`src/rtl/uart_tx_param.sv`:
```
// Parametrised UART transmitter: start bit, DATA_BITS data bits sent LSB first,
// an optional parity bit and 1 or 2 stop bits. Bit timing comes from the system clock.
module uart_tx_param #(
  parameter int CLKS_PER_BIT = 434,
  parameter int DATA_BITS    = 8,
  parameter int PARITY       = 0,
  parameter int STOP_BITS    = 1
) (
  input  logic                 clk,
  input  logic                 rst_n,
  input  logic                 en,
  input  logic                 in_valid,
  input  logic [DATA_BITS-1:0] in_data,
  output logic                 in_ready,
  output logic                 tx,
  output logic                 busy,
  output logic                 done
);

  localparam int CNT_W = $clog2(CLKS_PER_BIT);
  localparam int IDX_W = $clog2(DATA_BITS + 1);

  if (CLKS_PER_BIT < 2) begin : g_bad_clks_per_bit
    $error("uart_tx_param: CLKS_PER_BIT must be >= 2");
  end
  if (DATA_BITS < 5 || DATA_BITS > 9) begin : g_bad_data_bits
    $error("uart_tx_param: DATA_BITS must be 5..9");
  end
  if (PARITY < 0 || PARITY > 2) begin : g_bad_parity
    $error("uart_tx_param: PARITY must be 0, 1 or 2");
  end
  if (STOP_BITS < 1 || STOP_BITS > 2) begin : g_bad_stop_bits
    $error("uart_tx_param: STOP_BITS must be 1 or 2");
  end

  typedef enum logic [2:0] {
    S_IDLE,
    S_START,
    S_DATA,
    S_PARITY,
    S_STOP
  } state_t;

  state_t               state, state_next;
  logic [CNT_W-1:0]     baud_cnt;
  logic [IDX_W-1:0]     bit_idx;
  logic [DATA_BITS-1:0] shreg;
  logic                 par_bit;
  logic                 accept;
  logic                 tick;

  // Gating with rst_n keeps in_ready low for the whole time reset is held.
  assign in_ready = rst_n & en & (state == S_IDLE);
  assign accept   = in_valid & in_ready;
  assign tick     = (baud_cnt == CNT_W'(CLKS_PER_BIT - 1));

  // NOTE: sequential state uses non-blocking (<=) so every flop samples pre-edge values.
  always_ff @(posedge clk or negedge rst_n) begin
    if (!rst_n) state <= S_IDLE;
    else        state <= state_next;
  end

  // NOTE: state_next gets a default first so no path through the case infers a latch.
  always_comb begin
    state_next = state;
    case (state)
      S_IDLE:   if (accept) state_next = S_START;
      S_START:  if (tick) state_next = S_DATA;
      S_DATA:   if (tick && bit_idx == IDX_W'(DATA_BITS - 1))
                  state_next = (PARITY != 0) ? S_PARITY : S_STOP;
      S_PARITY: if (tick) state_next = S_STOP;
      S_STOP:   if (tick && bit_idx == IDX_W'(STOP_BITS - 1)) state_next = S_IDLE;
      default:  state_next = S_IDLE;
    endcase
  end

  // NOTE: the datapath is reset too, so an aborted frame leaves no stale bits behind.
  always_ff @(posedge clk or negedge rst_n) begin
    if (!rst_n) begin
      baud_cnt <= '0;
      bit_idx  <= '0;
      shreg    <= '0;
      par_bit  <= 1'b0;
      done     <= 1'b0;
    end else begin
      done <= (state == S_STOP) && (state_next == S_IDLE);
      if (state == S_IDLE) begin
        baud_cnt <= '0;
        bit_idx  <= '0;
        if (accept) begin
          shreg   <= in_data;
          par_bit <= (PARITY == 1) ? ~^in_data : ^in_data;
        end
      end else if (tick) begin
        baud_cnt <= '0;
        // bit_idx counts data bits in DATA and stop bits in STOP.
        bit_idx  <= (state_next != state) ? '0 : bit_idx + 1'b1;
        if (state == S_DATA) shreg <= shreg >> 1;
      end else begin
        baud_cnt <= baud_cnt + 1'b1;
      end
    end
  end

  always_comb begin
    tx   = 1'b1;
    busy = 1'b1;
    case (state)
      S_IDLE:   busy = 1'b0;
      S_START:  tx   = 1'b0;
      S_DATA:   tx   = shreg[0];
      S_PARITY: tx   = par_bit;
      S_STOP:   tx   = 1'b1;
      default:  busy = 1'b0;
    endcase
  end

endmodule

```
`config.mk`:
```
export PLATFORM = sky130hd
export DESIGN_NAME = uart_tx_param
export DESIGN_NICKNAME = d
export VERILOG_FILES = /design/src/rtl/uart_tx_param.sv
export SDC_FILE = /design/constraint.sdc
export NUM_CORES = 1
export LEC_CHECK = 0
export BUFFER_PORTS_ARGS = -buffer_cell sky130_fd_sc_hd__buf_2
export CORE_MARGIN = 2
export CORE_UTILIZATION = 57
export CTS_CLUSTER_DIAMETER = 50
export CTS_CLUSTER_SIZE = 20
export DETAILED_ROUTE_END_ITERATION = 8
export PLACE_DENSITY = 0.79
export SLEW_MARGIN = 20
export SYNTH_ARGS = -nofsm -noshare
export SYNTH_HDL_FRONTEND = slang
export SYNTH_SLANG_ARGS = --single-unit
```
`constraint.sdc`:
```
create_clock -name clk -period 2.7 [get_ports clk]
set_clock_uncertainty 0.2 [all_clocks]
set_input_delay 0.135 -clock clk [delete_from_list [all_inputs] [get_ports clk]]
set_output_delay 0.135 -clock clk [all_outputs]
set_load 0.01 [all_outputs]
```
; ---- Word level (Yosys, flattened, before mapping)
; Index checks and enable logic that the tools add are counted.
[totals]
reg_bits = 26
elab_cells = 48
[op_classes]
addsub = 2
n_eq_ne = 8
n_mux = 17
bitwise_logic = 3
reduce_logical = 12
[ops]
columns = operator, n
row1 = 8-bit 2-to-1 mux, 4
row2 = 9-bit 2-to-1 mux, 2
row3 = 3-bit 2-to-1 mux, 5
row4 = 3-bit case mux with 5 select lines, 1
row5 = 4-bit 2-to-1 mux, 3
row6 = 9-bit by 1-bit adder with 9-bit output (second input constant), 1
row7 = 9-bit == test (second input constant), 1
row8 = 8-bit XOR reduction, 1
row9 = 3-bit by 2-bit == test with 1-bit output (second input constant), 2
row10 = 3-bit zero test, 2
row11 = 4-bit by 1-bit adder with 4-bit output (second input constant), 1
row12 = 4-bit by 3-bit == test with 1-bit output (second input constant), 1
row13 = 4-bit zero test, 1
row14 = 2-bit nonzero test, 2
row15 = 4-bit OR reduction, 1
row16 = 1-bit bitwise AND, 3
row17 = 3-bit by 1-bit == test with 1-bit output (second input constant), 1
row18 = 3-bit == test (second input constant), 1
row19 = 1-bit logical AND, 3
row20 = 3-bit != test, 1
row21 = 1-bit case mux with 3 select lines, 1
row22 = 3-bit AND reduction, 1
row23 = 2-bit != test (second input constant), 1
row24 = 2-bit AND reduction, 1
row25 = 1-bit 2-to-1 mux, 1

; ---- Logic depth before layout (Yosys ltp)
; Gate-level depths: netlist of run 1.
[logic_depth]
depth_word = 9
depth_mapped = 8

; ---- Least setup slack after synthesis of run 1
; No wires, ideal clock.
[synth_timing]
path_type = register to register
startpoint = register state[1]
endpoint = register shreg[0]
setup_time_ns = 0.125
arrival_ns = 1.569
required_time_ns = 2.375
path_slack_ns = 0.806
stages_incl_launch_ff = 5
n_path_buf = 1
path_cell_list = dfrtp_1 nor3_1 clkbuf_1 mux2_2 mux2_2
[synth_via]
elab_chain_len = 5
elab_cells_between_ends = 9
classes_between = eq/ne: 2 / mux: 1 / bitwise: 2 / reduce/logical: 4
[synth_rtl]
columns = item, line_no
row1 = "start, declared", 44  ; state_t state, state_next;
row2 = "start signal, assigned", 60  ; else state <= state_next;
row3 = 3-bit zero test, "53, 87"
row4 = 1-bit bitwise AND, 53  ; assign in_ready = rst_n & en & (state == S_IDLE);
row5 = 1-bit bitwise AND, 54  ; assign accept = in_valid & in_ready;
row6 = 2-bit != test (no source line), -
row7 = 3-bit AND reduction (no source line), -
row8 = "end signal, assigned", 91  ; shreg <= in_data;
row9 = "end signal, assigned", 98  ; if (state == S_DATA) shreg <= shreg >> 1;
row10 = "end, declared", 47  ; logic [DATA_BITS-1:0] shreg;
; Parallel ways exist; a longest one is shown, timed or not.
; A chain may end at the register's enable or synchronous reset.

; ---- Worst setup path in the final report of run 1
[layout_timing]
startpoint = register baud_cnt[1]
endpoint = register shreg[5]
[layout_via]
elab_chain_len = 3
[layout_rtl]
columns = item, line_no
row1 = "start, declared", 45  ; logic [CNT_W-1:0] baud_cnt;
row2 = "start signal, assigned", 100  ; baud_cnt <= baud_cnt + 1'b1;
row3 = 9-bit == test, 55  ; assign tick = (baud_cnt == CNT_W'(CLKS_PER_BIT - 1));
row4 = 2-bit nonzero test (no source line), -
row5 = 3-bit AND reduction (no source line), -
; Every way passes these cells.

==> results of run 1 <==
[Yosys cell counts, types with 2 or more instances]
| library cell | instances |
|---|---|
| inv_1 | 6 |
| nor3_1 | 4 |
| xor2_1 | 4 |
| nand2_1 | 8 |
| and4b_1 | 2 |
| nand3_1 | 6 |
| mux2_2 | 14 |
| dfrtp_1 | 26 |
| or2_2 | 2 |
| a21oi_1 | 6 |
| o21ai_0 | 3 |
| nor2_1 | 11 |
| ha_1 | 4 |
| nor4_1 | 2 |
| a21o_1 | 2 |
| clkbuf_1 | 3 |
| xnor2_1 | 10 |
| buf_4 | 2 |
| or3_1 | 2 |
| a211oi_1 | 2 |
| and3_1 | 2 |
[worst max-delay path, stage by stage (launching register included)]
cell and delay (ns):
dfrtp_1 0.41, inv_1 0.06, ha_1 0.14, and4b_1 0.35, a31oi_2 0.15, nor3_4 0.33
mux2_2 0.39
[report_power, final]
group / switching (mW) / total [mW] / internal (mW) / leakage, nW
Combinational: 0.128 / 0.302 / 0.175 / 0.401
Clock: 0.121 / 0.204 / 0.0828 / 0.0210
Sequential: 0.0786 / 0.561 / 0.482 / 0.337
[cell type report]
class / count / area [sq um]
tap: 30 / 37.5
sequential: 26 / 651
multi-input combinational: 103 / 768
clock buffer: 4 / 36.3
fill: 181 / 759
inverter: 6 / 22.5
timing repair buffer: 26 / 180
[sequential cells by signal (all words and copies together), names as in the netlist]
register and cells:
baud_cnt 9, shreg 8, bit_idx 4, state 3, done 1, par_bit 1
[placed cells by master (no fill, tap or decap), drive strengths merged, types with 3 or more instances in the layout]
master	instances
nand2	8
inv	6
ha	4
xor2	4
dfrtp	26
xnor2	10
a21oi	7
nand3	6
dlygate4sd3	9
mux2	15
clkbuf	4
o21ai	3
nor2	11
buf	17
nor3	5
[layer usage]
| layer | wire length, microns | vias to the layer above |
|---|---|---|
| met5 | 0 | - |
| met1 | 1280 | 562 |
| met4 | 76 | 0 |
| met3 | 75 | 8 |
| li1 | - | 552 |
| met2 | 1480 | 17 |
[final timing paths]
kind                                to        start  slack, ns
max in group asynchronous   bit_idx[3]        rst_n       1.35
min reg2reg                baud_cnt[0]  baud_cnt[0]       0.31
max                           shreg[5]  baud_cnt[1]       0.57
min in group asynchronous     shreg[5]        rst_n       0.09
min                           shreg[7]   in_data[7]       0.05
max reg2reg                   shreg[5]  baud_cnt[1]       0.57
[kinds of logic after synthesis]
group | after synthesis | share of synthesized area (%)
XOR/XNOR | 14 | 8.30
buffers and inverters | 13 | 3.90
AND/OR/NAND/NOR | 48 | 18.6
adder cells (fa/ha/maj) | 4 | 3.39
multiplexers | 15 | 11.4
AO/OA/AOI/OAI | 22 | 10.3
flip-flops | 26 | 44.1
==> flow_summary_export.csv, run 1 <==
group,metric,value,unit
route,drtAntennaViolNets,0,
global_route,gr-usage-met1,26.5,%
cts,clock-sinks,26,
sta,holdWs,0.0529,ns
power,power_density,629,nW/um^2
setup_path,crit_type,"register to register",
worst_hold_path,holdPathStages,4,
setup_path,endpoint_kind,"register",
synthesis,syn-mean-instance-area,10.4,sq um
synthesis,syn_nets,158,
synthesis,synth.area.top_cells,"dfrtp_1 44%, mux2_2 11%, xnor2_1 5.9%",
floorplan,core-area,2450,sq um
placement,preCtsSetupSlack,0.588,ns
route,num_vias,1139,
worst_hold_path,min_path_type,"primary input to register",
synthesis,synthArstFlopShare,100,%
cts,htree_levels,1,
sta,relSlewSlack,67.8,%
finish,fin_cells,195,
placement,port_buffers,15,
route,drtPass1Iterations,4,
setup_path,cp.arrival,2.17,ns
sta,finalSetupViolCount,0,
synthesis,ys_warn_count,0,
finish,final_area,1700,sq um
synthesis,synth_edf_count,0,
route,drc_errors,0,
setup_path,rr_worst_depth,6,
synthesis,yosys_most_used_dff,"dfrtp_1",
synthesis,synth_area,1480,sq um
cts,cts_made_buffers,3,
placement,place_hpwl,2040,microns
finish,drive_gt1_share,24.8,%
placement,placed_cells,182,
placement,gp_congestion,0.780,
global_route,grt-busiest-layer,"met2",
sta,min_period,2.13,ns
floorplan,rows,18,
route,drt_wl_total,2920,microns
floorplan,die_width,54.9,microns
cts,worstSkewPairLatency,0.34,ns
setup_path,worstPathRequired,2.74,ns
global_route,grt_use_total,22.3,%
setup_path,startpoint_type,"register",
cts,ctsHoldBuffers,9,
power,power,1.07,mW
sta,rsz0062_at_grt,"no",
job,max_cap_viol_count,0,
sta,worst_slack,0.569,ns
route,via_per_inst,5.84,
cts,cts_tree,"yes",
run_status,status,"finished clean",
power,peakVddDrop,0.414,mV
global_route,antenna_found_initial,0,
route,drt_iter0_drc,31,
global_route,grt_overflow,0,
sta,fin_setup_tns,0,ns
floorplan,die_area,3010,sq um
floorplan,start_util,60.1,%
synthesis,ys_types,42,
sta,fmax,469,MHz
setup_path,cp_max_fo,7,
sta,finalHoldViolations,0,
synthesis,yosysSeqAreaShare,44.1,%
finish,diodes,0,
global_route,grt_pass1_wl,4620,microns
placement,place_area,1570,sq um
sta,maxSlewViolCount,0,
cts,ctsResizeCount,0,
synthesis,syn_inst,142,
floorplan,io_pins,16,
cts,post-cts-setup-buffers,0,
sta,period_share,78.9,%
power,p_leak,0.758,nW
finish,nets,182,
global_route,grt_pass1_vias,1064,
synthesis,synth_top_area_share,44.1,%
synthesis,synth_top_area_cell,"dfrtp_1",
cts,clock_path_buffers,2,
route,post_drt_wl_per_cell,15.0,microns
global_route,grt_max_degree,19,
global_route,use_met2,37.5,%
sta,worst_pin_slew,0.484,ns
finish,syn2layout_area_growth,14.8,%
cts,cts.clk_slew.worst_paths,0.14,ns
synthesis,ys_seq_elements,26,
floorplan,die_h,54.9,microns
global_route,use_met3,4.03,%
cts,cts-root-buf,"clkbuf_4",
finish,fin_util,69.1,%
No activity file was read; power rests on OpenSTA's default activity.
==> run 2: changes to the inputs <==
--- a/config.mk
+++ b/config.mk
@@ -7,11 +7,11 @@
 export LEC_CHECK = 0
 export BUFFER_PORTS_ARGS = -buffer_cell sky130_fd_sc_hd__buf_2
 export CORE_MARGIN = 2
-export CORE_UTILIZATION = 57
+export CORE_UTILIZATION = 52
 export CTS_CLUSTER_DIAMETER = 50
 export CTS_CLUSTER_SIZE = 20
 export DETAILED_ROUTE_END_ITERATION = 8
-export PLACE_DENSITY = 0.79
+export PLACE_DENSITY = 0.76
 export SLEW_MARGIN = 20
 export SYNTH_ARGS = -nofsm -noshare
 export SYNTH_HDL_FRONTEND = slang
==> constraint.sdc (replaced) <==
create_clock -name clk -period 1.9 [get_ports clk]
set_clock_uncertainty 0.2 [all_clocks]
set_input_delay 0.095 -clock clk [delete_from_list [all_inputs] [get_ports clk]]
set_output_delay 0.095 -clock clk [all_outputs]
set_load 0.01 [all_outputs]
==> run 2 against run 1 <==
  * The flow now finishes with violations (setup timing)
  * Setup slack got worse by 0.58 ns
  * Wire length rose by 15%
  * Clock power rose by 38%
  * Via count rose by 4.9%
  * Sequential share of layout area fell by 3.8 points
  * Critical endpoint is now bit_idx[2]
  * Critical path depth rose by 1
  * Non-clock buffer count rose by 19
  * Count of clock-buffer cells in the layout did not move
  * Final cell count rose by 10%
  * Die area rose by 8.9%
==> flow_summary_export.csv, run 2 (synthesis results as in run 1) <==
group,metric,value,unit
cts,cts.clk_slew.worst_paths,0.14,ns
route,post_drt_wl_per_cell,15.6,microns
floorplan,io_pins,16,
setup_path,r2r-start,"baud_cnt[1]",
global_route,grt_max_degree,20,
sta,rsz0062_at_grt,"yes",
floorplan,start_util,54.0,%
finish,fin_util,69.0,%
sta,worst_slack,-0.0141,ns
cts,clock-sinks,26,
sta,maxSlewViolCount,0,
route,drt_wl_total,3350,microns
setup_path,cp.arrival,1.99,ns
cts,cts-root-buf,"clkbuf_4",
job,max_cap_viol_count,0,
placement,preCtsSetupSlack,-0.0598,ns
finish,reg.largest.list,"baud_cnt x9, shreg x8, bit_idx x4",
global_route,grt_use_total,22.9,%
floorplan,die_h,57.3,microns
finish,nets,201,
route,num_vias,1195,
setup_path,crit_slowest_cell,"dfrtp_1",
power,peakVddDrop,0.732,mV
cts,htree_levels,1,
run_status,violations,"setup timing",
sta,finalHoldViolations,0,
setup_path,endpoint_kind,"register",
sta,relSlewSlack,77.1,%
placement,placed_cells,201,
setup_path,path_cells,"inv_1 -> ha_1 -> and4b_1 -> buf_4 -> nand4b_1 -> o311ai_2 -> o21a_1",
sta,min_period,1.91,ns
floorplan,core-area,2730,sq um
finish,largest_reg_flops,9,
power,power_density,875,nW/um^2
route,via_per_inst,5.56,
route,drtAntennaViolNets,0,
power,power,1.65,mW
sta,period_share,101,%
finish,diodes,0,
route,drt_iter0_drc,66,
global_route,antenna_found_initial,0,
placement,place_hpwl,2310,microns
global_route,grt_pass1_wl,5680,microns
floorplan,die_width,57.3,microns
power,p_leak,0.868,nW
finish,drive_gt1_share,35.3,%
placement,port_buffers,15,
sta,fmax,522,MHz
finish,mostFrequentLayoutCell,"dfrtp_1",
worst_hold_path,min_path_type,"primary input to async pin",
placement,gp_congestion,0.802,
sta,holdWs,0.0318,ns
sta,finalSetupViolCount,5,
route,drc_errors,0,
floorplan,rows,19,
setup_path,worstPathRequired,1.98,ns
cts,cts_tree,"yes",
finish,fin_cells,215,
route,drtPass1Iterations,4,
finish,top_register,"baud_cnt",
setup_path,cp_max_fo,6,
setup_path,startpoint_type,"register",
cts,clock_path_buffers,2,
setup_path,crit_type,"register to register",
setup_path,cpPeakStageDelay,0.41,ns
global_route,grt_overflow,0,
finish,final_cell_mix,"25 x dfrtp_1, 21 x buf_4, 15 x buf_2",
sta,worst_pin_slew,0.341,ns
finish,syn2layout_area_growth,27.8,%
run_status,status,"complete, but fails checks",
global_route,grt_pass1_vias,1264,
setup_path,critPathLaunch,"baud_cnt[1]",
cts,cts_made_buffers,3,
cts,worstSkewPairLatency,0.33,ns
floorplan,die_area,3280,sq um
-- run 2: final cells by class --
cell class	count	area (sq um)
repair buffers	45	333
inverters	6	22.5
flip-flops and latches	26	652
multi-input cells	103	805
clock buffers	4	36.3
fillers	197	847
well taps	31	38.8
-- run 2: worst max-delay path: cells and delay by family (launching register included) --
family                   cells  cell delay, ns
AO/OA/AOI/OAI                2            0.45
AND/OR/NAND/NOR              2            0.46
flip-flops                   1            0.41
adder cells (fa/ha/maj)      1            0.14
buffers and inverters        2            0.22
-- run 2: timing repair --
| item | CTS | global route |
|---|---|---|
| endpoints found under the setup margin | 10 | 11 |
| hold buffers | 8 | 0 |
| resized for setup | 4 | 4 |
| pin swaps | 4 | 0 |
| endpoints found under the hold margin | 33 | 0 |
| buffers inserted | 2 | 0 |
-- run 2: path summary, 6_finish.rpt --
kind / end / slack, ns / cells after the start
max reg2reg: bit_idx[2] / -0.01 / 7
max in group asynchronous: state[1] / 1.19 / 3
min: done / 0.03 / 3
min reg2reg: shreg[0] / 0.33 / 1
max: bit_idx[2] / -0.01 / 7
min in group clk: shreg[7] / 0.05 / 4
-- run 2: metal layers --
metal	GRT usage, %	vias to the layer above	wire [microns]
met4	13.3	0	99
met3	2.72	9	101
met1	27.8	572	1370
met2	39.2	25	1780
met5	0	-	0
li1	-	589	-
-- run 2: power breakdown --
group	internal (mW)	switching, mW	total, mW
Sequential	0.686	0.0851	0.771
Clock	0.117	0.164	0.282
Combinational	0.347	0.251	0.598
Total	1.15	0.500	1.65
-- run 2: stage by stage --
step	setup TNS, ns	instance area, sq um
finish	-0.0452	1890
CTS	-0.0572	1870
floorplan	0	1480
global placement	0	1720
global route	-0.638	1890
detailed placement	-0.177	1720
==> run 3: changes to the inputs <==
==> constraint.sdc (replaced) <==
create_clock -name clk -period 1.9 [get_ports clk]
set_clock_uncertainty 0.2 [all_clocks]
set_input_delay 0.285 -clock clk [delete_from_list [all_inputs] [get_ports clk]]
set_output_delay 0.285 -clock clk [all_outputs]
set_load 0.01 [all_outputs]
==> run 3 against run 2 <==
  * The flow still finishes with violations (setup timing)
  * Critical path depth did not move
  * Core utilization rose by 2.2 points
  * Combinational power rose by 5.4%
  * Critical endpoint is now bit_idx[0]
  * Flip-flop and latch count did not move
  * Maximum frequency rose by 0.49%
  * Setup slack improved by 0.0093 ns
  * Wire length fell by 9.9%
  * Largest power group unchanged
  * Hold slack improved by 0.056 ns
  * Non-clock buffer count rose by 1
  * Global-route usage fell by 2.8 points
  * Via count fell by 1.1%
  * Die area did not move
==> flow_summary_export.csv, run 3 (synthesis results as in run 1) <==
group,metric,value,unit
sta,period_share,100,%
finish,diodes,0,
sta,finalHoldViolations,0,
setup_path,endpoint_kind,"register",
setup_path,crit_type,"register to register",
power,p_switching,0.492,mW
route,num_vias,1182,
sta,maxSlewViolCount,0,
route,drt_iter0_drc,50,
run_status,violations,"setup timing",
global_route,gr-usage-met1,25.0,%
sta,rsz0062_at_grt,"yes",
global_route,grt_pass1_wl,5130,microns
finish,nets,202,
finish,drive_gt1_share,43.2,%
route,drtPass1Iterations,4,
finish,reg.largest.list,"baud_cnt x9, shreg x8, bit_idx x4",
floorplan,start_util,54.0,%
setup_path,cp_max_fo,5,
setup_path,startpoint_type,"register",
sta,fmax,525,MHz
global_route,use_met3,2.27,%
placement,place_hpwl,2120,microns
global_route,use_met2,35.0,%
global_route,grt-busiest-layer,"met2",
worst_hold_path,min_path_type,"primary input to register",
sta,holdWs,0.0877,ns
finish,top_register,"baud_cnt",
power,sw_frac_of_total,27.9,%
cts,cts-root-buf,"clkbuf_4",
global_route,grt_overflow,0,
cts,cts_made_buffers,3,
run_status,status,"complete, but fails checks",
sta,worst_slack,-0.00482,ns
sta,worst_pin_slew,0.282,ns
global_route,grt_use_total,20.2,%
route,drtAntennaViolNets,0,
setup_path,worstPathRequired,1.92,ns
power,p_leak,0.890,nW
route,via_per_inst,5.47,
floorplan,die_width,57.3,microns
job,max_cap_viol_count,0,
floorplan,rows,19,
finish,mostFrequentLayoutCell,"dfrtp_1",
power,clkPwrFrac,21.6,%
sta,min_period,1.90,ns
placement,gp_congestion,0.814,
finish,final_area,1950,sq um
cts,cts.clk_slew.worst_paths,0.15,ns
cts,worstSkewPairLatency,0.33,ns
power,pwr-share-seq,42.7,%
power,p_int,1.28,mW
placement,preCtsSetupSlack,-0.0666,ns
finish,final_cell_mix,"25 x dfrtp_1, 23 x buf_4, 14 x mux2_2, 14 x buf_2, 10 x xnor2_1",
power,power_density,907,nW/um^2
power,peakVddDrop,0.770,mV
floorplan,die_h,57.3,microns
route,post_drt_wl_per_cell,14.0,microns
cts,cts_tree,"yes",
route,drt_wl_total,3020,microns
global_route,antenna_found_initial,0,
finish,syn2layout_area_growth,31.9,%
cts,htree_levels,1,
route,drc_errors,0,
setup_path,cp.arrival,1.92,ns
finish,fin_cells,216,
sta,relSlewSlack,80.9,%
cts,clock_path_buffers,2,
global_route,grt_pass1_vias,1163,
sta,fin_setup_tns,-0.0123,ns
placement,port_buffers,15,
floorplan,core-area,2730,sq um
floorplan,die_area,3280,sq um
sta,finalSetupViolCount,3,
floorplan,io_pins,16,
finish,largest_reg_flops,9,
placement,placed_cells,200,
power,p_comb_share,35.7,%
cts,clock-sinks,26,
global_route,grt_max_degree,27,
placement,place_area,1710,sq um
run 3: path summary, 6_finish.rpt:
path	start	slack, ns	depth (start not counted)	endpoint
setup reg to reg	baud_cnt[0]	-0.005	7	bit_idx[0]
hold / removal	in_data[6]	0.09	4	shreg[6]
setup / recovery	baud_cnt[0]	-0.005	7	bit_idx[0]
hold reg to reg	shreg[6]	0.32	1	shreg[6]
min in group asynchronous	rst_n	0.34	4	state[0]
max in group asynchronous	rst_n	0.99	4	state[1]
run 3: power groups by stage:
stage               Combinational [mW]  Clock [mW]  Sequential, mW
detailed placement               0.544           0           0.765
floorplan                        0.334           0           0.764
CTS                              0.609       0.393           0.756
global placement                 0.517           0           0.754
finish                           0.630       0.382           0.755
global route                     0.687       0.414           0.769
run 3: stage by stage:
| step | util (%) | power (mW) |
|---|---|---|
| after floorplan | - | 1.10 |
| after global placement | 62.6 | 1.27 |
| after detailed placement | 62.6 | 1.31 |
| after CTS | 69.1 | 1.76 |
| after global routing | 71.3 | 1.87 |
| final | 71.3 | 1.77 |
run 3: final cells by class:
cell class | count | area [sq um]
repair buffers | 46 | 360
clock buffers | 3 | 22.5
multi-input cells | 103 | 822
well taps | 31 | 38.8
fillers | 191 | 786
inverters | 6 | 22.5
clock inverters | 1 | 30.0
flip-flops and latches | 26 | 652
run 3: what timing repair did:
action | 4_1_cts | 5_1_grt
hold buffers | 2 | 0
gates resized for setup | 11 | 11
endpoints found under the setup margin | 10 | 13
pin swaps | 4 | 4
hold endpoints to repair | 26 | 0
buffers inserted | 7 | 4
run 3: layer usage:
layer	part of all wire, %	vias to the layer above
li1	-	598
met1	43	565
met2	53	13
met3	2.0	6
met4	1.8	0
met5	0	-
run 3: worst max-delay path, cell delays in order (launching register included):
cell      delay, ns
dfrtp_1        0.40
ha_1           0.21
and4b_2        0.24
buf_6          0.13
nand4b_1       0.17
buf_4          0.15
nor2_2         0.04
mux2_2         0.27
